$ cat config.mk
export PLATFORM = sky130hd
export DESIGN_NAME = imm_gen_skid_flat
export DESIGN_NICKNAME = d
export VERILOG_FILES = /design/src/rtl/imm_gen_skid_if.sv /design/src/rtl/imm_gen_skid.sv /design/src/flat_wrapper.sv
export SDC_FILE = /design/constraint.sdc
export NUM_CORES = 1
export LEC_CHECK = 0
export ABC_CLOCK_PERIOD_IN_PS = 3280
export CAP_MARGIN = 20
export CORE_ASPECT_RATIO = 1.1
export CORE_UTILIZATION = 51
export DETAILED_ROUTE_END_ITERATION = 8
export GPL_TIMING_DRIVEN = 0
export PLACE_DENSITY = 0.85
export SYNTH_ARGS = -nofsm -noshare
export SYNTH_HDL_FRONTEND = slang
export SYNTH_SLANG_ARGS = --single-unit
$ cat constraint.sdc
create_clock -name clk -period 3.28 [get_ports clk]
set_input_delay 0.656 -clock clk [delete_from_list [all_inputs] [get_ports clk]]
set_output_delay 0.656 -clock clk [all_outputs]
set_load 0.05 [all_outputs]
$ cat src/rtl/imm_gen_skid_if.sv
// rtl/imm_gen_skid_if.sv - Decode-to-execute handshake bundle for the immediate generator
interface imm_gen_skid_if #(
   parameter int XLEN  = 32,
   parameter int TAG_W = 8
);
   logic [2:0]       ImmFormatD;
   logic [24:0]      InstrD;
   logic [TAG_W-1:0] TagD;
   logic             in_valid;
   logic             in_ready;
   logic [XLEN-1:0]  ExtImmE;
   logic [TAG_W-1:0] TagE;
   logic             fmt_err;
   logic             out_valid;
   logic             out_ready;

   modport slave (
      input  ImmFormatD, InstrD, TagD, in_valid, out_ready,
      output in_ready, ExtImmE, TagE, fmt_err, out_valid
   );

   modport master (
      output ImmFormatD, InstrD, TagD, in_valid, out_ready,
      input  in_ready, ExtImmE, TagE, fmt_err, out_valid
   );
endinterface

$ cat src/rtl/imm_gen_skid.sv
// rtl/imm_gen_skid.sv - Registered immediate generator behind a 2-entry skid FIFO
module imm_gen_skid #(
   parameter int XLEN  = 32,
   parameter int TAG_W = 8
) (
   input  logic          clk,
   input  logic          reset,
   input  logic          flush,
   imm_gen_skid_if.slave s
);
   typedef enum logic [1:0] {EMPTY, ONE, FULL} state_t;

   state_t           r_state;
   state_t           w_state_nxt;
   logic [XLEN-1:0]  r_e0_imm;
   logic [XLEN-1:0]  r_e1_imm;
   logic [TAG_W-1:0] r_e0_tag;
   logic [TAG_W-1:0] r_e1_tag;
   logic             r_e0_err;
   logic             r_e1_err;
   logic [XLEN-1:0]  w_imm;
   logic             w_err;
   logic [31:7]      w_instr;
   logic             w_push;
   logic             w_pop;
   logic             w_ld_e0_in;
   logic             w_ld_e0_e1;
   logic             w_ld_e1_in;

   // Port bit 0 is instruction bit 7, so index in instruction coordinates
   assign w_instr = s.InstrD;

   always_comb begin
      w_imm = '0;
      w_err = 1'b0;
      case (s.ImmFormatD)
         3'b000: w_imm = XLEN'($signed(w_instr[31:20]));
         3'b001: w_imm = XLEN'($signed({w_instr[31:25], w_instr[11:7]}));
         3'b010: w_imm = XLEN'($signed({w_instr[31], w_instr[7], w_instr[30:25],
                                        w_instr[11:8], 1'b0}));
         3'b011: w_imm = XLEN'($signed({w_instr[31], w_instr[19:12], w_instr[20],
                                        w_instr[30:21], 1'b0}));
         3'b100: w_imm = XLEN'($signed({w_instr[31:12], 12'b0}));
         3'b101: w_imm = XLEN'(w_instr[19:15]);
         3'b110: begin
            if (XLEN == 32) w_imm = XLEN'(w_instr[24:20]);
            else            w_imm = XLEN'(w_instr[25:20]);
         end
         default: begin
            w_imm = '0;
            w_err = 1'b1;
         end
      endcase
   end

   // in_ready comes from registered state only, never from out_ready
   assign s.in_ready  = (r_state != FULL) && !reset;
   assign s.out_valid = (r_state != EMPTY);
   assign s.ExtImmE   = r_e0_imm;
   assign s.TagE      = r_e0_tag;
   assign s.fmt_err   = r_e0_err;

   assign w_push = s.in_valid && s.in_ready && !flush;
   assign w_pop  = s.out_valid && s.out_ready && !flush;

   always_comb begin
      w_state_nxt = r_state;
      w_ld_e0_in  = 1'b0;
      w_ld_e0_e1  = 1'b0;
      w_ld_e1_in  = 1'b0;
      case (r_state)
         EMPTY: begin
            if (w_push) begin
               w_state_nxt = ONE;
               w_ld_e0_in  = 1'b1;
            end
         end
         ONE: begin
            if (w_push && w_pop) begin
               w_ld_e0_in = 1'b1;
            end else if (w_push) begin
               w_state_nxt = FULL;
               w_ld_e1_in  = 1'b1;
            end else if (w_pop) begin
               w_state_nxt = EMPTY;
            end
         end
         FULL: begin
            if (w_pop) begin
               w_state_nxt = ONE;
               w_ld_e0_e1  = 1'b1;
            end
         end
         default: w_state_nxt = EMPTY;
      endcase
      if (flush) w_state_nxt = EMPTY;
   end

   always_ff @(posedge clk or posedge reset) begin
      if (reset) r_state <= EMPTY;
      else       r_state <= w_state_nxt;
   end

   always_ff @(posedge clk or posedge reset) begin
      if (reset) begin
         r_e0_imm <= '0;
         r_e0_tag <= '0;
         r_e0_err <= 1'b0;
         r_e1_imm <= '0;
         r_e1_tag <= '0;
         r_e1_err <= 1'b0;
      end else begin
         if (w_ld_e0_in) begin
            r_e0_imm <= w_imm;
            r_e0_tag <= s.TagD;
            r_e0_err <= w_err;
         end else if (w_ld_e0_e1) begin
            r_e0_imm <= r_e1_imm;
            r_e0_tag <= r_e1_tag;
            r_e0_err <= r_e1_err;
         end
         if (w_ld_e1_in) begin
            r_e1_imm <= w_imm;
            r_e1_tag <= s.TagD;
            r_e1_err <= w_err;
         end
      end
   end
endmodule

$ cat src/flat_wrapper.sv
// flat-port wrapper written by rule: the top's interface ports become plain ports
module imm_gen_skid_flat 
#(
   parameter int XLEN  = 32,
   parameter int TAG_W = 8
)
  (clk, reset, flush, s_ImmFormatD, s_InstrD, s_TagD, s_in_valid, s_out_ready, s_in_ready, s_ExtImmE, s_TagE, s_fmt_err, s_out_valid);
  imm_gen_skid_if #(.XLEN(XLEN), .TAG_W(TAG_W)) s_i ();
  input  logic clk;
  input  logic reset;
  input  logic flush;
  input wire logic [$bits(s_i.ImmFormatD)-1:0] s_ImmFormatD;
  input wire logic [$bits(s_i.InstrD)-1:0] s_InstrD;
  input wire logic [$bits(s_i.TagD)-1:0] s_TagD;
  input wire logic [$bits(s_i.in_valid)-1:0] s_in_valid;
  input wire logic [$bits(s_i.out_ready)-1:0] s_out_ready;
  output wire logic [$bits(s_i.in_ready)-1:0] s_in_ready;
  output wire logic [$bits(s_i.ExtImmE)-1:0] s_ExtImmE;
  output wire logic [$bits(s_i.TagE)-1:0] s_TagE;
  output wire logic [$bits(s_i.fmt_err)-1:0] s_fmt_err;
  output wire logic [$bits(s_i.out_valid)-1:0] s_out_valid;
  assign s_i.ImmFormatD = s_ImmFormatD;
  assign s_i.InstrD = s_InstrD;
  assign s_i.TagD = s_TagD;
  assign s_i.in_valid = s_in_valid;
  assign s_i.out_ready = s_out_ready;
  assign s_in_ready = s_i.in_ready;
  assign s_ExtImmE = s_i.ExtImmE;
  assign s_TagE = s_i.TagE;
  assign s_fmt_err = s_i.fmt_err;
  assign s_out_valid = s_i.out_valid;
  imm_gen_skid #(.XLEN(XLEN), .TAG_W(TAG_W)) u_core (.clk(clk), .reset(reset), .flush(flush), .s(s_i));
endmodule
==> results of run 1 <==
## cell families (layout without fill, tap and decap cells)
| group | count (synthesis) | in the layout | synth area share (%) |
|---|---|---|---|
| AOI/OAI and AO/OA | 131 | 131 | 22.9 |
| xor gates and xnor gates | 2 | 2 | 0.444 |
| buffers and inverters | 36 | 135 | 4.03 |
| DFF | 84 | 84 | 53.3 |
| muxes | 25 | 25 | 6.94 |
| and+or+nand+nor | 89 | 89 | 12.5 |
## state kept, by name, indices dropped and copies added, names as in the netlist
name / count
u_core.r_e1_err: 1
u_core.r_e1_imm: 32
u_core.r_e1_tag: 8
u_core.r_state: 2
u_core.s.ExtImmE: 32
u_core.s.TagE: 8
u_core.s.fmt_err: 1
## worst min path at each step
stage,from,to
after floorplan,u_core.r_e1_imm[11]$_DFFE_PP0P_,u_core.r_e1_imm[11]$_DFFE_PP0P_
after global placement,u_core.s.TagE[0]$_DFFE_PP0P_,u_core.s.TagE[0]$_DFFE_PP0P_
after detailed placement,u_core.s.TagE[0]$_DFFE_PP0P_,u_core.s.TagE[0]$_DFFE_PP0P_
after CTS,u_core.s.TagE[0]$_DFFE_PP0P_,u_core.s.TagE[0]$_DFFE_PP0P_
after global routing,u_core.s.TagE[6]$_DFFE_PP0P_,u_core.s.TagE[6]$_DFFE_PP0P_
final,u_core.s.TagE[0]$_DFFE_PP0P_,u_core.s.TagE[0]$_DFFE_PP0P_
## Yosys cell counts, types with 2 or more instances
cell,n
dfrtp_1,84
a21oi_1,38
nand2_1,26
o21ai_0,24
clkbuf_1,23
a221o_1,22
nor2b_1,22
mux2_2,18
nor2_1,16
a211oi_1,11
and2_1,10
a21o_1,8
a22o_1,8
buf_2,7
mux2i_1,6
o22a_1,6
a31oi_1,5
and4b_1,4
o21a_1,4
inv_1,3
o22ai_1,3
buf_6,2
## cells in the final DEF (no fill, tap or decap), types with 3 or more instances in the layout
cell type        instances
a211oi_1                11
a21o_1                   8
a21oi_1                 38
a221o_1                 22
a22o_1                   8
a31oi_1                  5
and2_1                  10
and4b_1                  4
buf_2                    7
clkbuf_1                23
clkbuf_8                10
clkdlybuf4s50_1         82
dfrtp_1                 84
mux2_2                  18
mux2i_1                  6
nand2_1                 26
nor2_1                  16
nor2b_1                 22
o21a_1                   4
o21ai_0                 24
o22a_1                   6
o22ai_1                  3
## where the power goes
part | internal (mW) | switching [mW]
logic | 0.355 | 0.554
registers | 1.20 | 0.0917
clock network | 0.457 | 0.396
total | 2.01 | 1.04
## area by class of cell
type	count	area (um2)
fill	544	2310
clock inverter	6	95.1
buffer	33	148
multi-input combinational	247	1690
tap	105	131
sequential	84	2100
timing repair buffer	83	848
clock buffer	10	138
inverter	3	13.8
## through the flow
stage	instances	total power [mW]	worst slack, ns
2_1_floorplan	367	1.89	0.459
3_3_place_gp	554	2.19	-0.837
3_5_place_dp	555	2.22	0.517
4_1_cts	571	3.07	0.532
5_1_grt	571	3.18	0.485
6_report	571	3.06	0.539
## routing by layer
| metal | share of wire, % | up-vias | track usage (%) | wire (um) |
|---|---|---|---|---|
| li1 | - | 1530 | - | - |
| met1 | 43 | 1611 | 34.9 | 4270 |
| met2 | 50 | 120 | 42.1 | 4930 |
| met3 | 4.7 | 22 | 4.75 | 468 |
| met4 | 2.8 | 0 | 13.8 | 277 |
| met5 | 0 | - | 0 | 0 |
## critical path, delay by kind of cell
family        cells  cell delay, ns
simple gates      1            0.13
buf+inv           2            1.29
==> impl_results.md, run 1 <==
* Worst-case reg-to-reg path depth at 6
* Yosys reg bits at 84
* Number of buffers inserted to repair setup after CTS at 0
* Kind of critical path: primary input to output port
* Static power due to leakage at 2.26 nW
* Unrepaired setup endpoints after global routing: false
* Dominant cell type by area after synthesis: dfrtp_1
* Nets in the synthesized netlist at 408
* Count of maximum capacitance violations at 0
* Routed len/inst at 17.4 um
* Accumulated negative setup slack at 0 ns
* Clock tree from TritonCTS: done
* Commonest register cell after synthesis: dfrtp_1
* Final slew viol count at 0
* Number of top-level pins at 84
* Sequence of cells on the critical path: clkdlybuf4s50_1 -> nor2_1 -> clkdlybuf4s50_1
* Total of endpoints with negative setup slack in the final report at 0
* Dominant cells by area after synthesis: dfrtp_1 53%, a221o_1 5.6%, mux2_2 5.1%
* Placed Instance Area at 4930 um2
* Post-Synthesis Cell Area at 3950 um2
* Beginning of the critical path: reset
* Post-Layout Inst Area at 5160 um2
* Clock network latency to the later pin of the worst-skew pair at 0.38 ns
* Number of distinct standard cells referenced by the synthesized netlist at 39
* Gr ovfl total at 0
* Wire length after detailed routing at 9950 um
* Highest-delay cell along the critical path: clkdlybuf4s50_1
* Maximum level of the CTS H-tree at 3
* Floorplan die area at 8090 um2
* Startpoint types: primary input
* Class of the tightest hold or removal check: flip-flop to flip-flop
* YS warnings at 0
* Antenna Cells at 0
* Result of the run: complete, no violations
* Post-DP HPWL at 7060 um
* Startpoint of the worst register-to-register path: u_core.r_state[0]$_DFFE_PP0P_
* Floorplan die width at 85.9 um
* Wire length of the first global-routing pass at 16300 um
* Fraction of final layout cells sized beyond drive strength 1 at 10.7%
* Worst hold-check slack at 0.480 ns
* Slew @ Worst Pin at 0.647 ns
* Maximum clock skew at final layout at 0.0129 ns
* Core Region at 7470 um2
* Mean cell area of the mapped netlist at 10.8 um2
* Peak supply drop at 0.000422 V
* Proportion of register bits with asynchronous set or reset after synthesis at 100%
* Final Cycle Share at 83.6%
* Post-cts hold buffer count at 0
* Critical Path Sink Type: output port
* Required time worst endpoint at 2.62 ns
* Vias in the first global route at 3363
* Proportion of netlist area held by the largest area contributor at 53.3%
* Starting utilization of the core area at 52.8%
* Number of vias per cell after detailed routing at 5.75
* Sequential cell area fraction in the yosys report at 53.3%
* Crit-path max FO at 4
* Capturing element of the worst setup path: s_in_ready
* Initial antenna violation count at 0
* Number of flops mapped to enable cells by yosys at 0
* Cell depth of the worst hold path at 1
* End of the worst register-to-register path: u_core.r_e1_imm[29]$_DFFE_PP0P_
* Count of input and output buffers at 82
* Number of buffers inserted during clock tree synthesis at 9
* Number of clock sinks seen by CTS at 84
* Max stage delay on crit path at 0.80 ns
* Count of TritonRoute iterations in the first routing pass at 4
* Headroom to the max-slew limit at 56.7%
* Synthesized netlist cell count at 367
* Maximum number of pins on one net before global-route repair at 48
* Num rows at 33
* Clock edge transition at the registers on the reported setup and hold paths at 0.08 ns
* Worst EP arrival at 2.08 ns
* Layout overhead on the synthesized area at 30.8%
* Overall fraction of global-route tracks in use at 26.6%
* Final nets at 502
* Fmax achieved at 365 MHz
* Number of endpoints with negative hold slack in the final report at 0
* Minimum clock period at 2.74 ns
* Total power density per cell area at 592 nW/um2
* Number of buffers on the longest clock path at 2
* Critical Path Most Common Cell: clkdlybuf4s50_1
* Core utilization of the finished layout at 69.1%
* Final routed DRC violation total at 0
* Via count at 3283
* Chip Height at 94.3 um
* Cts repair resizes at 0
* Number of nets with antenna violations after detailed routing at 0
* Routability cong. at 0.857
* Root buffer selected by CTS: clkbuf_8
* Reg-to-reg setup timing slack at 1.34 ns
* Violation count after the first detailed-route iteration at 313
(Power assumes the default switching activity.)
==> inputs of run 2 (changes only) <==
ABC_CLOCK_PERIOD_IN_PS = 2700   (was 3280)
clock period = 2.7 ns   (was 3.28 ns; I/O delays follow)
==> impl_results.md, run 2 (synthesis gave the netlist of run 1 again) <==
* Clock edge transition at the registers on the reported setup and hold paths at 0.09 ns
* Chip Height at 94.3 um
* Vias in the first global route at 3342
* Minimum clock period at 2.51 ns
* Clock tree from TritonCTS: done
* Maximum clock skew at final layout at 0.0138 ns
* Count of TritonRoute iterations in the first routing pass at 5
* Kind of critical path: primary input to output port
* Fmax achieved at 398 MHz
* Number of buffers inserted during clock tree synthesis at 9
* Placed Instance Area at 4940 um2
* Final slew viol count at 0
* Number of top-level pins at 84
* Crit-path max FO at 4
* Core Region at 7470 um2
* Worst EP arrival at 1.97 ns
* Maximum level of the CTS H-tree at 3
* Number of buffers inserted to repair setup after CTS at 0
* Total power density per cell area at 691 nW/um2
* Initial antenna violation count at 0
* Gr ovfl total at 0
* Worst setup slack after layout at 0.188 ns
* Floorplan die width at 85.9 um
* Root buffer selected by CTS: clkbuf_8
* Count of input and output buffers at 82
* Slew @ Worst Pin at 0.630 ns
* Num rows at 33
* Pre-CTS WS at 0.0279 ns
* Wire length after detailed routing at 9920 um
* Critical Path Sink Type: output port
* Reg-to-reg setup timing slack at 0.73 ns
* Post-DP HPWL at 7220 um
* Most used cells in the layout excluding fill and tap cells: 84 x dfrtp_1, 82 x clkdlybuf4s50_1, 38 x a21oi_1, 26 x nand2_1, 24 x o21ai_0
* Floorplan die area at 8090 um2
* Number of buffers on the longest clock path at 2
* Headroom to the max-slew limit at 57.8%
* Highest-delay cell along the critical path: clkdlybuf4s50_1
* Number of vias per cell after detailed routing at 5.88
* Commonest non-fill, non-tap cell in the layout: dfrtp_1
* Post-Layout Inst Area at 5130 um2
* Overall fraction of global-route tracks in use at 26.2%
* Maximum number of pins on one net before global-route repair at 38
* Final routed DRC violation total at 0
* Final nets at 503
* Wire length of the first global-routing pass at 16300 um
* Class of the tightest hold or removal check: flip-flop to flip-flop
* Final Cycle Share at 93.0%
* Fraction of final layout cells sized beyond drive strength 1 at 10.9%
* Number of endpoints with negative hold slack in the final report at 0
* Result of the run: complete, no violations
* Required time worst endpoint at 2.16 ns
* Cts repair resizes at 0
* Routability cong. at 0.869
* Core utilization of the finished layout at 68.7%
* Routed len/inst at 17.3 um
* Number of clock sinks seen by CTS at 84
* Static power due to leakage at 2.24 nW
* Max stage delay on crit path at 0.81 ns
* Via count at 3362
* Number of nets with antenna violations after detailed routing at 0
* Total of endpoints with negative setup slack in the final report at 0
* Clock network latency to the later pin of the worst-skew pair at 0.36 ns
* Unrepaired setup endpoints after global routing: false
* Startpoint types: primary input
* Critical Path Most Common Cell: clkdlybuf4s50_1
* Count of maximum capacitance violations at 0
* Accumulated negative setup slack at 0 ns
* Sequence of cells on the critical path: clkdlybuf4s50_1 -> nor2_1 -> clkdlybuf4s50_1
* Violation count after the first detailed-route iteration at 207
* Starting utilization of the core area at 52.8%
* Worst hold-check slack at 0.484 ns
* Layout overhead on the synthesized area at 30.1%
* Post-cts hold buffer count at 0
* Peak supply drop at 0.000367 V
* Antenna Cells at 0
run 2: cell count changes in the layout (fill, tap and decap cells not counted), sizes merged:
cell,before,now
clkbuf,33,32
clkinv,2,1
bufinv,2,0
inv,5,6
buf,11,12
clkinvlp,0,3
run 2: routing by layer:
metal | share of wire, % | track usage [%]
met5 | 0 | 0
met4 | 2.4 | 10.3
met3 | 5.4 | 3.95
met2 | 50 | 44.2
met1 | 42 | 34.0
run 2: stage by stage:
stage	power (mW)	instances
6_report	3.54	572
3_3_place_gp	2.66	554
2_1_floorplan	2.29	367
5_1_grt	3.69	572
4_1_cts	3.56	572
3_5_place_dp	2.70	556
run 2: final timing paths:
path | cells after the start | from | end
hold / removal | 1 | u_core.s.TagE[1]$_DFFE_PP0P_ | u_core.s.TagE[1]$_DFFE_PP0P_
hold reg to reg | 1 | u_core.s.TagE[1]$_DFFE_PP0P_ | u_core.s.TagE[1]$_DFFE_PP0P_
max in group asynchronous | 3 | reset | u_core.r_e1_imm[19]$_DFFE_PP0P_
setup / recovery | 3 | reset | s_in_ready
min in group asynchronous | 2 | reset | u_core.r_state[0]$_DFFE_PP0P_
setup reg to reg | 5 | u_core.r_state[0]$_DFFE_PP0P_ | u_core.s.ExtImmE[18]$_DFFE_PP0P_
run 2: power by group:
group / internal [mW] / total, mW / switching [mW]
Sequential: 1.46 / 1.57 / 0.113
Clock: 0.358 / 0.865 / 0.507
Combinational: 0.434 / 1.11 / 0.674
Total: 2.25 / 3.54 / 1.29
run 2: area by class of cell:
| cell class | count | area (um2) |
|---|---|---|
| Timing Repair Buffer | 84 | 861 |
| Sequential cell | 84 | 2100 |
| Buffer | 33 | 148 |
| Inverter | 3 | 15.0 |
| Tap cell | 105 | 131 |
| Clock buffer | 9 | 124 |
| Clock inverter | 7 | 66.3 |
| Multi-Input combinational cell | 247 | 1690 |
| Fill cell | 568 | 2340 |
run 2: worst max-delay path: cells and delay by family:
family	cells	cell delay [ns]
and+or+nand+nor	1	0.14
buffers and inverters	2	1.30
==> inputs of run 3 (changes only) <==
ABC_CLOCK_PERIOD_IN_PS = default   (was 2700)
SLEW_MARGIN = 20   (was default)
==> impl_results.md, run 3 (synthesis gave the netlist of run 1 again) <==
* Slew @ Worst Pin at 0.628 ns
* Most used cells in the layout excluding fill and tap cells: 84 x dfrtp_1, 82 x clkdlybuf4s50_1, 38 x a21oi_1, 26 x nand2_1, 24 x o21ai_0
* Cts repair resizes at 0
* Reg-to-reg setup timing slack at 0.73 ns
* Sequential cell area at 2100 um2
* Number of endpoints with negative hold slack in the final report at 0
* Via count at 3314
* Clock edge transition at the registers on the reported setup and hold paths at 0.10 ns
* Kind of critical path: primary input to output port
* Wire length after detailed routing at 10000 um
* Critical Path Sink Type: output port
* Multi-input combinational cell area at 1690 um2
* Number of vias per cell after detailed routing at 5.79
* Total power density per cell area at 704 nW/um2
* Antenna Cells at 0
* Result of the run: complete, no violations
* Commonest non-fill, non-tap cell in the layout: dfrtp_1
* Cell depth of the worst hold path at 1
* Accumulated negative setup slack at 0 ns
* Peak supply drop at 0.000356 V
* Number of buffers inserted during clock tree synthesis at 9
* Routed len/inst at 17.6 um
* Routability cong. at 0.869
* Origin of the worst min-delay path: u_core.s.TagE[5]$_DFFE_PP0P_
* Maximum clock skew at final layout at 0.0132 ns
* End of the worst register-to-register path: u_core.s.ExtImmE[18]$_DFFE_PP0P_
* Num rows at 33
* Worst EP arrival at 1.97 ns
* Worst-case reg-to-reg path depth at 6
* Startpoint of the worst register-to-register path: u_core.r_state[1]$_DFFE_PP0P_
* Maximum number of pins on one net before global-route repair at 34
* Count of input and output buffers at 82
* Overall fraction of global-route tracks in use at 26.2%
* Violation count after the first detailed-route iteration at 202
* Layout overhead on the synthesized area at 30.4%
* Crit-path max FO at 4
* Post-DP HPWL at 7260 um
* Static power due to leakage at 2.25 nW
* Core Region at 7470 um2
* Clock network latency to the later pin of the worst-skew pair at 0.37 ns
* Number of buffers inserted to repair setup after CTS at 0
* Number of nets with antenna violations after detailed routing at 0
* Count of maximum capacitance violations at 0
* Post-cts hold buffer count at 0
* Total power of the final layout at 3.62 mW
* Headroom to the max-slew limit at 58.0%
* Gr ovfl total at 0
* Startpoint types: primary input
* Maximum level of the CTS H-tree at 3
* Fill cell total of the finished layout at 575
* Initial antenna violation count at 0
* Fraction of final layout cells sized beyond drive strength 1 at 10.9%
* Floorplan die area at 8090 um2
* Starting utilization of the core area at 52.8%
* Number of buffers on the longest clock path at 2
* Wire length of the first global-routing pass at 16300 um
* Class of the tightest hold or removal check: flip-flop to flip-flop
* Number of clock sinks seen by CTS at 84
* Chip Height at 94.3 um
* Worst setup slack after layout at 0.190 ns
* Minimum clock period at 2.51 ns
* Final routed DRC violation total at 0
* Vias in the first global route at 3368
* Pre-CTS WS at 0.0544 ns
* Clock tree from TritonCTS: done
* Number of top-level pins at 84
* Final slew viol count at 0
* Unrepaired setup endpoints after global routing: false
* Worst hold-check slack at 0.487 ns
* Core utilization of the finished layout at 68.9%
* Count of TritonRoute iterations in the first routing pass at 4
* Hold Path Sink: u_core.s.TagE[5]$_DFFE_PP0P_
* Required time worst endpoint at 2.16 ns
* Total of endpoints with negative setup slack in the final report at 0
* Root buffer selected by CTS: clkbuf_8
* Floorplan die width at 85.9 um
* Final Cycle Share at 93.0%
* Final nets at 503
* Fmax achieved at 398 MHz
run 3: changes by cell type in the layout (fill, tap and decap cells not counted):
cell and change:
clkinvlp_4 -1, inv_8 -2, clkinv_4 -1, bufinv_16 +1, inv_6 +2, clkinv_2 +1
run 3: how the worst max path moves through the flow:
stage	to	cells after the start	slack (ns)	start
finish	s_in_ready	3	0.19	reset
global route	s_in_ready	3	0.12	reset
CTS	s_in_ready	3	0.18	reset
detailed placement	u_core.r_e1_imm[29]$_DFFE_PP0P_	7	0.05	reset
global placement	u_core.r_e1_imm[11]$_DFFE_PP0P_	7	0.12	reset
floorplan	u_core.r_e1_tag[0]$_DFFE_PP0P_	5	0.78	s_out_ready
run 3: final cells by class:
type                            instances  area share, %
Clock inverter                          7           1.56
Clock buffer                            9           2.41
Multi-Input combinational cell        247           32.7
Timing Repair Buffer                   84           16.7
Tap cell                              105           2.55
Buffer                                 33           2.87
Inverter                                3          0.292
Sequential cell                        84           40.8
run 3: power breakdown:
| part | internal (mW) | switching [mW] | leakage (nW) | total [mW] |
|---|---|---|---|---|
| sequential | 1.46 | 0.112 | 1.09 | 1.57 |
| clock | 0.442 | 0.502 | 0.103 | 0.944 |
| combinational | 0.434 | 0.675 | 1.05 | 1.11 |
run 3: metrics by stage:
stage / cell area [um2] / cells
floorplan: 3950 / 367
global placement: 4900 / 554
detailed placement: 4940 / 556
CTS: 5150 / 572
global route: 5150 / 572
finish: 5150 / 572
run 3: worst max-delay path, stage by stage:
cell,delay (ns)
clkdlybuf4s50_1,0.48
nor2_1,0.14
clkdlybuf4s50_1,0.81
run 3: per-layer routing:
metal | share of wire, % | vias up | global-route usage, %
met5 | 0 | - | 0
met4 | 2.7 | 0 | 13.2
met3 | 4.5 | 25 | 3.25
met2 | 49 | 111 | 44.0
met1 | 43 | 1643 | 33.4
li1 | - | 1535 | -
